## src/rtl/muldiv_sequencer.sv

```systemverilog
// muldiv_sequencer: multi-cycle MULT/DIV engine that owns the HI/LO pair and
// serves MFHI/MFLO. It runs a radix-2 shift-add multiplier or a restoring
// divider at one bit per cycle, and holds the pipeline through stall while busy.
// Optional feature macro: MULDIV_SIGNED_EN selects two's-complement MULT/DIV.
// Ports:
//   clk, reset        clock; synchronous active-high reset
//   start             alu_ctrl/op_a/op_b valid this cycle
//   alu_ctrl[3:0]     1000 DIV, 1001 MULT, 1010 MFHI, 1011 MFLO
//   op_a, op_b        multiplicand/dividend, multiplier/divisor
//   stall             combinational, high whenever the FSM is not IDLE
//   done              one-cycle pulse; HI/LO hold the new result
//   div_zero          sticky flag for DIV by zero, cleared by the next MULT/DIV accept
//   hi, lo            HI/LO registers
//   mf_result         combinational MFHI/MFLO read port
module muldiv_sequencer #(
  parameter int unsigned WIDTH = 32
) (
  input  logic             clk,
  input  logic             reset,
  input  logic             start,
  input  logic [3:0]       alu_ctrl,
  input  logic [WIDTH-1:0] op_a,
  input  logic [WIDTH-1:0] op_b,
  output logic             stall,
  output logic             done,
  output logic             div_zero,
  output logic [WIDTH-1:0] hi,
  output logic [WIDTH-1:0] lo,
  output logic [WIDTH-1:0] mf_result
);

  localparam int unsigned CW = (WIDTH > 1) ? $clog2(WIDTH) : 1;
  localparam logic [3:0] OP_DIV  = 4'b1000;
  localparam logic [3:0] OP_MULT = 4'b1001;
  localparam logic [3:0] OP_MFHI = 4'b1010;
  localparam logic [3:0] OP_MFLO = 4'b1011;

  typedef enum logic [1:0] {IDLE, MUL, DIV, DONE} state_t;

  state_t             state;
  logic [2*WIDTH-1:0] acc;   // MUL: {partial hi, multiplier}; DIV: {remainder, dividend/quotient}
  logic [WIDTH-1:0]   opnd;  // multiplicand or divisor magnitude
  logic [CW-1:0]      cnt;
  logic               last;

  logic [WIDTH-1:0]   abs_a;
  logic [WIDTH-1:0]   abs_b;
  logic [WIDTH:0]     mul_sum;
  logic [2*WIDTH-1:0] mul_next;
  logic [WIDTH:0]     div_shift;
  logic [WIDTH:0]     div_diff;
  logic               div_keep;
  logic [2*WIDTH-1:0] div_next;
  logic [2*WIDTH-1:0] mul_res;
  logic [WIDTH-1:0]   quot_res;
  logic [WIDTH-1:0]   rem_res;

`ifdef MULDIV_SIGNED_EN
  logic neg_res;   // product / quotient must be negated
  logic neg_rem;   // remainder takes the dividend's sign
  assign abs_a = op_a[WIDTH-1] ? (~op_a + WIDTH'(1)) : op_a;
  assign abs_b = op_b[WIDTH-1] ? (~op_b + WIDTH'(1)) : op_b;
`else
  assign abs_a = op_a;
  assign abs_b = op_b;
`endif

  assign stall = (state != IDLE);
  assign last  = (cnt == CW'(WIDTH - 1));

  // One iteration of each datapath, evaluated from the current working regs.
  always_comb begin
    mul_sum   = {1'b0, acc[2*WIDTH-1:WIDTH]} + (acc[0] ? {1'b0, opnd} : {(WIDTH+1){1'b0}});
    mul_next  = {mul_sum, acc[WIDTH-1:1]};
    div_shift = {acc[2*WIDTH-1:WIDTH], acc[WIDTH-1]};
    div_diff  = div_shift - {1'b0, opnd};
    div_keep  = ~div_diff[WIDTH];
    div_next  = {(div_keep ? div_diff[WIDTH-1:0] : div_shift[WIDTH-1:0]),
                 acc[WIDTH-2:0], div_keep};
  end

  // Final results as written into HI/LO on the edge into DONE.
  always_comb begin
`ifdef MULDIV_SIGNED_EN
    mul_res  = neg_res ? (~mul_next + (2*WIDTH)'(1)) : mul_next;
    quot_res = neg_res ? (~div_next[WIDTH-1:0] + WIDTH'(1)) : div_next[WIDTH-1:0];
    rem_res  = neg_rem ? (~div_next[2*WIDTH-1:WIDTH] + WIDTH'(1))
                       : div_next[2*WIDTH-1:WIDTH];
`else
    mul_res  = mul_next;
    quot_res = div_next[WIDTH-1:0];
    rem_res  = div_next[2*WIDTH-1:WIDTH];
`endif
  end

  // MFHI/MFLO read port.
  always_comb begin
    mf_result = '0;
    if (alu_ctrl == OP_MFHI)      mf_result = hi;
    else if (alu_ctrl == OP_MFLO) mf_result = lo;
  end

  // Sequencer FSM and HI/LO registers.
  always_ff @(posedge clk) begin
    if (reset) begin
      state    <= IDLE;
      acc      <= '0;
      opnd     <= '0;
      cnt      <= '0;
      hi       <= '0;
      lo       <= '0;
      done     <= 1'b0;
      div_zero <= 1'b0;
`ifdef MULDIV_SIGNED_EN
      neg_res  <= 1'b0;
      neg_rem  <= 1'b0;
`endif
    end else begin
      done <= 1'b0;
      case (state)
        IDLE: begin
          if (start && (alu_ctrl == OP_MULT || alu_ctrl == OP_DIV)) begin
            cnt      <= '0;
            div_zero <= 1'b0;
`ifdef MULDIV_SIGNED_EN
            neg_res  <= op_a[WIDTH-1] ^ op_b[WIDTH-1];
            neg_rem  <= op_a[WIDTH-1];
`endif
            if (alu_ctrl == OP_MULT) begin
              state <= MUL;
              acc   <= {{WIDTH{1'b0}}, abs_b};
              opnd  <= abs_a;
            end else if (op_b == '0) begin
              // Divide by zero: fixed result, no iterations.
              state    <= DONE;
              done     <= 1'b1;
              hi       <= op_a;
              lo       <= '1;
              div_zero <= 1'b1;
            end else begin
              state <= DIV;
              acc   <= {{WIDTH{1'b0}}, abs_a};
              opnd  <= abs_b;
            end
          end
        end
        MUL: begin
          acc <= mul_next;
          cnt <= cnt + CW'(1);
          if (last) begin
            state <= DONE;
            done  <= 1'b1;
            hi    <= mul_res[2*WIDTH-1:WIDTH];
            lo    <= mul_res[WIDTH-1:0];
          end
        end
        DIV: begin
          acc <= div_next;
          cnt <= cnt + CW'(1);
          if (last) begin
            state <= DONE;
            done  <= 1'b1;
            hi    <= rem_res;
            lo    <= quot_res;
          end
        end
        DONE:    state <= IDLE;
        default: state <= IDLE;
      endcase
    end
  end

endmodule
```

## config.mk

```make
export PLATFORM = sky130hd
export DESIGN_NAME = muldiv_sequencer
export DESIGN_NICKNAME = d
export VERILOG_FILES = /design/src/rtl/muldiv_sequencer.sv
export SDC_FILE = /design/constraint.sdc
export NUM_CORES = 1
export LEC_CHECK = 0
export CAP_MARGIN = 15
export CORE_ASPECT_RATIO = 0.75
export CORE_MARGIN = 2
export CORE_UTILIZATION = 48
export CTS_BUF_LIST = sky130_fd_sc_hd__clkbuf_2
export DETAILED_ROUTE_END_ITERATION = 16
export HOLD_SLACK_MARGIN = 0.08
export PLACE_DENSITY = 0.71
export SLEW_MARGIN = 15
export SYNTH_ARGS = -nofsm -noshare
export SYNTH_HDL_FRONTEND = slang
export SYNTH_SLANG_ARGS = --single-unit
export TNS_END_PERCENT = 10
```

## constraint.sdc

```tcl
create_clock -name clk -period 3.28 [get_ports clk]
set_input_delay 0.328 -clock clk [delete_from_list [all_inputs] [get_ports clk]]
set_output_delay 0.328 -clock clk [all_outputs]
set_load 0.02 [all_outputs]
```

After elaboration in Yosys (flattened, before gate mapping)
Cells that the tools add are included.
W data, S select, Z words.
{ "classes": {"n_addsub": 3, "n_eq_ne": 16, "mux": 34, "n_bitwise": 1, "reduce_logical": 14} }
{ "ops": {"columns": ["cell", "count"], "rows": [
  ["$mux W32", 16],
  ["$mux W64", 3],
  ["$pmux W32 S3", 2],
  ["$pmux W64 S3", 1],
  ["$add A32 B32 Y33", 1],
  ["$sub A33 B32 Y33", 1],
  ["$logic_not A32 Y1", 1],
  ["$eq A4 B4 Y1 const B", 4],
  ["$ne A2 B2 Y1 const B", 6],
  ["$pmux W5 S2", 1],
  ["$mux W2", 3],
  ["$pmux W2 S3", 1],
  ["$reduce_and A2 Y1", 3],
  ["$reduce_and A3 Y1", 2],
  ["$reduce_and A6 Y1", 1],
  ["$add A5 B1 Y5 const B", 1],
  ["$eq A5 B5 Y1 const B", 1],
  ["$mux W1", 5],
  ["$mux W5", 1],
  ["$eq A2 B2 Y1 const B", 2],
  ["$reduce_bool A2 Y1", 2],
  ["$ne A3 B3 Y1 const B", 1],
  ["$reduce_bool A3 Y1", 1],
  ["$eq A2 B1 Y1 const B", 1],
  ["other kinds (7)", 7]
]} }
{ "totals": {"reg_bits": 169, "in_bits": 71, "output_inout_bits": 99, "word_cells": 76} }

Longest topological paths before layout
Gate-level depths: netlist of run 1.
{ "depth": {"depth_word": 5, "mapped_depth": 14} }

Least setup slack after synthesis of run 1
OpenSTA, ideal clock, no wires.
{ "synth_timing": {"path_type": "register to register", "startpoint": "reg acc[31]", "endpoint": "reg hi[20]", "setup_time_ns": 0.137, "arrival_ns": 3.152, "slack_ns": -0.009, "stages_incl_launch_ff": 15, "cell_sequence": "dfxtp_1 > inv_1 > ha_1 > inv_1 > fa_1 > a211oi_1 > o31a_1 > a211oi_4 > or2_1 > a31oi_4 > xnor2_4 > buf_6 > mux2_1 > a32oi_1 > a31oi_1"} }
{ "synth_via": {"elab_chain_len": 4} }
{ "synth_lines": {"columns": ["item", "line", "source"], "rows": [
  ["start, declared", "41", "logic [2*WIDTH-1:0] acc;"],
  ["start signal, assigned", "131", "acc <= {{WIDTH{1'b0}}, abs_b};"],
  ["start signal, assigned", "142", "acc <= {{WIDTH{1'b0}}, abs_a};"],
  ["start signal, assigned", "148", "acc <= mul_next;"],
  ["$sub A33 B32 Y33", "76", "div_diff = div_shift - {1'b0, opnd};"],
  ["$mux W32", "78", "div_next = {(div_keep ? div_diff[WIDTH-1:0] : div_shift[WIDTH-1:0]),"],
  ["$mux W32", "160", "if (last) begin"],
  ["$pmux W32 S3", "120", "case (state)"],
  ["end signal, assigned", "137", "hi <= op_a;"],
  ["end signal, assigned", "153", "hi <= mul_res[2*WIDTH-1:WIDTH];"],
  ["end signal, assigned", "163", "hi <= rem_res;"],
  ["end, declared", "27", "output logic [WIDTH-1:0] hi,"]
]} }
No other way between the ends. The select of a mux whose other input is x is not followed.
A chain may end at the register's enable or synchronous reset.

Final worst setup path of run 1
{ "layout_timing": {"startpoint": "reg acc[31]", "endpoint": "reg hi[5]"} }
Same word-level chain as after synthesis.

==> results.md, run 1 <==
CTS:
- The CTS tree is done.
- The number of buffers created by CTS is 17.
- The number of H-tree levels is 4.
- The maximum count of clock buffers along a single path is 2.
- The clock latency on the worst-skew pair is ~800 ps.
- The root buffer cell is sky130_fd_sc_hd__clkbuf_2.
- Clock-pin slew was measured on the worst setup and hold paths at between 200 and 300 ps.
- The clock net in this run drives a total of between 150 and 200 sinks.

Worst setup path:
- At the worst endpoint, the required time is 4030 ps.
- Data arrives at the worst endpoint at just over 4000 ps.
- The reg2reg setup slack is -30 ps.
- The endpoint kind of the worst setup timing path is a flop.
- The worst setup path is launched from a flop.
- The biggest fanout along the worst timing path is 4.
- The critical path is of the reg -> reg type.

Routing:
- After detailed routing, no signal wire sits above met4.
- The met1 wire length is slightly above 20 mm.
- The first routing iteration left between 1000 and 1500 violations.
- In the routed layout, each cell is associated on average with a via count of slightly above 6.
- The routed design uses between 20 and 25 mm of met2 wire.
- The first detailed-routing pass took 6 iterations.
- In the routed design, unresolved DRC markers number 0.
- In this run the remaining antenna-violating nets after routing total 0.
- After detailed routing, the total wire length is 48.5 mm.
- Detailed routing placed a total of around 3.7 mm of wire on met3.
- The total vias in the final route is between 10000 and 15000.
- The average wire per standard cell is 21.1 um.

Floorplan:
- The initial utilization of the core area, before any placement, comes to 0.484.
- The floorplan step set the die width to approximately 190 um.
- The floorplan has 51 rows.
- The die covers between 20000 and 30000 um^2.
- 170 I/O pins were placed.
- The height of the die is 144 um.
- After floorplanning, the core was sized to cover 25800 um^2.

STA:
- The worst setup margin is -31.6 ps.
- The time the final worst path needs with I/O delays and setup is roughly 3300 ps.
- The achievable clock frequency is between 300 and 400 MHz.
- The final max-slew violation count is 0.
- The final clock skew is around 45 ps.
- The count of final hold-check violations came to 0.
- Measured against its own limit, the worst slew margin works out to 0.412.
- At the pin with the least slew margin, the transition time is roughly 900 ps.
- Setup repair after global routing could not meet its margin everywhere.
- Of the available clock period, the critical path in the final layout requires 1.01.
- The count of final setup violators is 1.
- In the final timing run, aggregate negative setup slack is -31.6 ps.

Synthesis:
- The number of synthesized flops with an enable pin is 0.
- The number of nets handed over by synthesis was approximately 1800.
- In the synthesized netlist, the cells that appear most often are 184 x sky130_fd_sc_hd__nor2_1, 169 x sky130_fd_sc_hd__dfxtp_1, 150 x sky130_fd_sc_hd__nand2_1, 114 x sky130_fd_sc_hd__a21oi_1, 101 x sky130_fd_sc_hd__clkbuf_1.
- For this run, the leading register cell type out of synthesis is sky130_fd_sc_hd__dfxtp_1.
- The yosys synthesis warning count is 0.
- In this run the mean area of a mapped cell was approximately 7.6 um^2.
- Synthesis inferred 169 register bits.
- The unique cell type count in the Yosys netlist is 78.
- The biggest area consumer among synthesized cells is sky130_fd_sc_hd__dfxtp_1.
- The share of Yosys cell area claimed by the top area cell type is 0.271.
- Counting flops with an async set or reset pin after synthesis yields a share of 0.
- For this run, the register share of the synthesized area comes to 0.271.
- Synthesis handed over a netlist of 1634 instances.
- The most numerous cell in the Yosys netlist is sky130_fd_sc_hd__nor2_1.
- By area the synthesized netlist is led by sky130_fd_sc_hd__dfxtp_1 27%, sky130_fd_sc_hd__ha_1 7.0%, sky130_fd_sc_hd__mux2i_1 5.8%.
- After synthesis the cells add up to 12500 um^2.

Finish:
- The layout net count is 2087.
- The synthesis-to-layout area growth is 35.1%.
- The final standard cell area without fillers is about 17000 um^2.
- The ratio of cells with drive above 1 in the final layout is 0.197.
- The repair_antennas step left the layout with diodes totalling 0.
- The count of fill cells added during filler insertion is around 2300.
- For this run, the number of standard cells in the final layout without fillers is 2301.
- At the end of the flow the core is filled with cells to 0.654.

Placement:
- The final weighted congestion in routability-driven placement is 1.04.
- The number of placed instances, taps included, is around 2300.
- Summing all placed instances gives a cell area of 16000 um^2.
- The port buffer count is 169.
- The placed wire-length estimate after detailed placement is around 38 mm.

Pwr:
- The post-layout total power is between 10 and 15 mW.
- In this run the static leakage power is about 6.6 nW.
- The cell area power density is about 620 nW/um^2.
- The worst IR drop on VDD is a little under 0.4 mV.

GRT:
- The via count of the first global-routing pass came to 13400.
- The total overflow left after global routing is 0.
- In the global route stage, overall resource usage came out at 0.349.
- Entering global routing, the biggest net connects 78 pins.
- The number of antenna violations at the first check in global routing is 1.
- The wire length of the first global-routing pass is about 74 mm.

Flow run:
- Across the run, the number of max-cap violations was 0.

Outcome:
- The run finished, with violations left.
- The final reports fail on setup timing.

Min path:
- The type of the most critical hold path is in -> reg.
-- timing repair --
item                                    4_1_cts  5_1_grt
hold buffers                                  1        0
buffers inserted                             11        3
resized for setup                            57       67
pin swaps                                    18       23
endpoints found under the setup margin       60       66
hold endpoints to repair                     13        0
-- metal layers --
metal,up-vias,global-route usage
met1,6771,0.461
met3,131,0.0535
met5,-,0
met4,0,0.139
met2,683,0.572
li1,6657,-
-- critical path: stages (launching register included) --
cell                       delay (ps)
sky130_fd_sc_hd__dfxtp_2          380
sky130_fd_sc_hd__inv_2             70
sky130_fd_sc_hd__ha_4             140
sky130_fd_sc_hd__inv_2             30
sky130_fd_sc_hd__fa_2             340
sky130_fd_sc_hd__a211oi_2         200
sky130_fd_sc_hd__o31a_1           240
sky130_fd_sc_hd__a211oi_4          90
sky130_fd_sc_hd__or2_4            260
sky130_fd_sc_hd__a31oi_4          280
sky130_fd_sc_hd__buf_6            170
sky130_fd_sc_hd__xor2_4            70
sky130_fd_sc_hd__buf_6            170
sky130_fd_sc_hd__or4_4            530
sky130_fd_sc_hd__a31oi_4          200
sky130_fd_sc_hd__a311o_1          120
-- final cells by class --
type                       instances  area [um^2]  area share
inverter                          52          195      0.0116
timing repair buffer             406         3590       0.213
multi-input combinational       1298         9000       0.534
clock inverter                    15          165     0.00979
clock buffer                      17         85.1     0.00504
sequential                       169         3400       0.202
tap                              344          430      0.0255
-- through the flow --
step	worst slack [ps]	hold slack, ps
6_report	-31.6	182
5_1_grt	-120	115
4_1_cts	-89.1	143
3_5_place_dp	-360	468
3_3_place_gp	-294	458
2_1_floorplan	49.1	445
-- power by group --
part / internal, mW / switching (mW)
clock: 0.362 / 0.825
sequential: 2.29 / 0.239
combinational: 3.00 / 3.78
total: 5.65 / 4.85
-- cells in the final DEF (no fill, tap or decap), types with 7 or more instances in the layout --
cell type	count
sky130_fd_sc_hd__a211oi_1	50
sky130_fd_sc_hd__a21o_1	32
sky130_fd_sc_hd__a21oi_1	106
sky130_fd_sc_hd__a21oi_2	8
sky130_fd_sc_hd__a221o_1	33
sky130_fd_sc_hd__a22o_1	32
sky130_fd_sc_hd__a22oi_1	9
sky130_fd_sc_hd__a31oi_1	19
sky130_fd_sc_hd__and2_1	36
sky130_fd_sc_hd__and3_1	11
sky130_fd_sc_hd__and4_1	12
sky130_fd_sc_hd__buf_12	7
sky130_fd_sc_hd__buf_4	221
sky130_fd_sc_hd__buf_6	9
sky130_fd_sc_hd__clkbuf_2	17
sky130_fd_sc_hd__clkdlybuf4s50_1	168
sky130_fd_sc_hd__dfxtp_1	157
sky130_fd_sc_hd__dfxtp_2	11
sky130_fd_sc_hd__ha_1	57
sky130_fd_sc_hd__ha_4	9
sky130_fd_sc_hd__inv_1	47
sky130_fd_sc_hd__mux2_2	9
sky130_fd_sc_hd__mux2i_1	72
sky130_fd_sc_hd__nand2_1	150
sky130_fd_sc_hd__nand3_1	76
sky130_fd_sc_hd__nand4_1	15
sky130_fd_sc_hd__nor2_1	178
sky130_fd_sc_hd__nor3_1	62
sky130_fd_sc_hd__nor4_1	17
sky130_fd_sc_hd__o211ai_1	10
sky130_fd_sc_hd__o21a_1	10
sky130_fd_sc_hd__o21ai_0	64
sky130_fd_sc_hd__o21ai_1	12
sky130_fd_sc_hd__o21bai_1	11
sky130_fd_sc_hd__xnor2_1	29
sky130_fd_sc_hd__xor2_1	17
-- registers in the layout (all words and copies together), names as in the netlist --
register,count
acc,64
cnt,5
div_zero,1
done,1
hi,32
lo,32
opnd,32
state,2
-- final timing paths --
kind	startpoint	to	depth (start not counted)
max reg2reg	acc[31]	hi[5]	15
min	op_a[20]	hi[20]	3
max	acc[31]	hi[5]	15
min reg2reg	acc[4]	acc[4]	2
-- kinds of logic (layout without fill, tap and decap cells) --
logic type	count (synthesis)	in the layout	synth area share
simple gates	608	608	0.228
xor+xnor	49	49	0.0365
flops	169	169	0.271
fa+ha+maj	72	72	0.0733
compound gates	483	483	0.270
buf+inv	167	490	0.0513
mux	86	86	0.0703
No activity file was read; power rests on OpenSTA's default activity.
==> inputs of run 2 (changes only) <==
- CORE_ASPECT_RATIO: 0.75 -> 0.9
==> results.md, run 2 (synthesized netlist as in run 1, its figures left out) <==
Floorplan:
- The floorplan step set the die height to 157 um.
- The floorplan step defined a die boundary enclosing 27300 um^2.
- The number of standard-cell rows in the floorplan is 55.
- In this run the horizontal extent of the chip is between 150 and 200 um.
- The core region is 25300 um^2.
- The initial core utilization is 0.493.
- For this design the top-level I/O count stands at 170.

Routing:
- The remaining number of nets flagged by the antenna check after routing is 0.
- The uppermost metal layer occupied by signal nets is met4.
- After detailed routing, the total wire length is between 40 and 50 mm.
- Dividing the detail-routed wire length by the instance count gives approximately 21 um.
- The total length of routed met3 wires is 3.04 mm.
- Detailed routing placed a total of 21.9 mm of wire on met2.
- The detailed router finished its first iteration with between 1000 and 1500 violations.
- For this run, design rule violations remaining after detail routing come to 0.
- The via count normalized by instance count is a little over 6.
- The total vias in the final route is 14000.
- The detailed router put a total of about 19 mm of wire on met1.
- Before antenna repair, the detailed router went through 7 iterations.

Placement:
- The number of placed instances with taps included is between 2000 and 2500.
- The area after detailed placement is about 16000 um^2.
- The final weighted congestion in routability-driven placement is 0.989.
- The port buffer count is 169.
- The placed wire-length estimate after detailed placement is 36.7 mm.

Pwr:
- The leakage power is 6.46 nW.
- Power spread over the standard cell area amounts to 625 nW/um^2.
- Total power for the finished layout comes to just over 10 mW.
- The worst-case IR drop observed on VDD is just over 0.6 mV.

Finish:
- The layout net count is 2036.
- The fraction of the core area covered by cells at the end of the flow is 0.645.
- Counting flops per register, the top entry is acc.
- The library cells used most frequently in the layout, excluding fill and tap cells, are 179 x sky130_fd_sc_hd__nor2_1, 173 x sky130_fd_sc_hd__buf_4, 168 x sky130_fd_sc_hd__clkdlybuf4s50_1.
- The ratio of cells with drive above 1 in the final layout is 0.167.
- The synthesis-to-layout area growth is 30.8%.
- The register with the most flip-flops in the layout has between 60 and 70 of them.
- After filler insertion, the fill cell instance count of the layout stands at between 2000 and 2500.
- The commonest non-fill, non-tap cell in the layout is sky130_fd_sc_hd__nor2_1.
- The count of placed standard cells in the final layout, fillers left out is roughly 2200.
- Summing all non-filler instances in the final layout gives an area of between 15000 and 20000 um^2.

Outcome:
- The checks that failed: setup timing.
- The flow ran to the end, but the final reports show violations.

Flow run:
- Across the run, the number of max-cap violations was 0.

Worst setup path:
- The endpoint of the worst-slack reg-to-reg timing path is hi[5].
- Counting cells, the worst reg-to-reg path comes to 15.
- Across all register-to-register paths, the minimum setup slack is -10 ps.
- The startpoint identified for the worst register-to-register timing path is acc[31].
- The launching element type of the critical path is a flop.
- The critical path required time is 4000 ps.
- The endpoint kind of the worst setup timing path is a flop.
- Along the worst path, the maximum fanout reaches 6.
- The critical path starts at acc[31].
- The start-to-end type of the worst setup path is reg -> reg.
- Data on the critical path arrives at its endpoint at between 4000 and 5000 ps.

Min path:
- Counting instances, the worst hold path has a depth of 3.
- The path class of the tightest hold or removal check is in -> reg.
- The path with the worst hold slack has its endpoint at hi[20].
- The startpoint of the lowest-slack hold path is op_a[20].

CTS:
- The CTS clock-pin slew for the worst setup and hold paths is 260 ps.
- The CTS tree is done.
- The longest clock path from root to sink contains 2 buffers.
- For the worst-skew pair, the clock arrives at the later sink with an insertion delay of 770 ps.
- The number of H-tree levels is 4.
- The number of clock sinks is ~170.
- The root buffer cell is sky130_fd_sc_hd__clkbuf_2.
- The number of buffers created by CTS is 17.

STA:
- The final max-slew violation count is 0.
- Of the available clock period, the critical path in the final layout requires 1.00.
- Across all setup checks in the final design, the least slack found is -13.3 ps.
- Across all hold checks on the routed design, the worst slack comes to about 180 ps.
- The count of final hold-check violations is 0.
- The relative max-transition margin is 0.239.
- Static timing analysis puts the maximum clock frequency at between 300 and 400 MHz.
- Setup violations remaining at the end of the flow were counted as 2.
- The slew at the pin closest to its max-slew limit is about 1100 ps.
- The final clock skew is around 40 ps.
- The time the final worst path needs with I/O delays and setup is about 3300 ps.
- Setup repair after global routing could not meet its margin everywhere.

GRT:
- The via count of the first global-routing pass is about 14000.
- The number of antenna violations at the first check in global routing is 1.
- Entering global routing, the biggest net connects 72 pins.
- The first global-routing pass estimated roughly 73 mm of wire.
- Global routing finished with a remaining overflow of 0.
- The total global-route track usage is 0.340.
run 2: cell count changes in the layout (fill, tap and decap cells not counted), moves of 5 or more:
cell and change:
sky130_fd_sc_hd__ha_1 +7, sky130_fd_sc_hd__buf_4 -48, sky130_fd_sc_hd__buf_6 -6, sky130_fd_sc_hd__ha_4 -8, sky130_fd_sc_hd__nor3_2 -5, sky130_fd_sc_hd__nor3_1 +5
run 2: metal layers:
metal | global-route usage | vias up
li1 | - | 6580
met1 | 0.401 | 6565
met2 | 0.569 | 654
met3 | 0.0505 | 163
met4 | 0.249 | 0
met5 | 0 | -
run 2: what timing repair did:
item	in CTS	in global routing
gates cloned	0	1
hold buffers	1	0
pin swaps	9	25
endpoints found under the hold margin	6	0
endpoints found under the setup margin	56	63
setup buffers	5	0
resized for setup	39	65
run 2: worst max-delay path by stage:
stage | endpoint | slack, ps
after floorplan | hi[20] | 50
after global placement | acc[63] | -190
after detailed placement | acc[63] | -240
after CTS | hi[5] | -50
after global routing | hi[14] | -120
final | hi[5] | -10
run 2: area by class of cell:
type | instances | area, um^2 | share of cell area
multi-input combinational | 1298 | 8840 | 0.541
sequential | 169 | 3400 | 0.208
timing repair buffer | 355 | 3230 | 0.198
tap | 342 | 428 | 0.0262
inverter | 52 | 198 | 0.0121
clock inverter | 14 | 148 | 0.00904
clock buffer | 18 | 90.1 | 0.00551
antenna | 1 | 2.50 | 0.000153
run 2: worst max-delay path, cell delays in order (launching register included):
cell and delay [ps]:
sky130_fd_sc_hd__dfxtp_2 390, sky130_fd_sc_hd__inv_4 70, sky130_fd_sc_hd__ha_4 140, sky130_fd_sc_hd__inv_2 40, sky130_fd_sc_hd__fa_2 340, sky130_fd_sc_hd__a211oi_2 190, sky130_fd_sc_hd__o31a_1 240, sky130_fd_sc_hd__a211oi_4 100
sky130_fd_sc_hd__or2_4 260, sky130_fd_sc_hd__a31oi_4 180, sky130_fd_sc_hd__buf_12 160, sky130_fd_sc_hd__xor2_4 80, sky130_fd_sc_hd__buf_6 180, sky130_fd_sc_hd__or4_4 530, sky130_fd_sc_hd__a31oi_4 210, sky130_fd_sc_hd__a311o_1 130
run 2: through the flow:
step	worst slack [ps]	setup TNS, ps
floorplan	49.1	0
global placement	-185	-2420
detailed placement	-239	-4790
CTS	-45.3	-93.4
global route	-123	-1720
finish	-13.3	-25.0
run 2: where the power goes:
group | switching (mW) | internal [mW]
registers | 0.232 | 2.29
logic | 3.75 | 2.79
clock network | 0.799 | 0.360
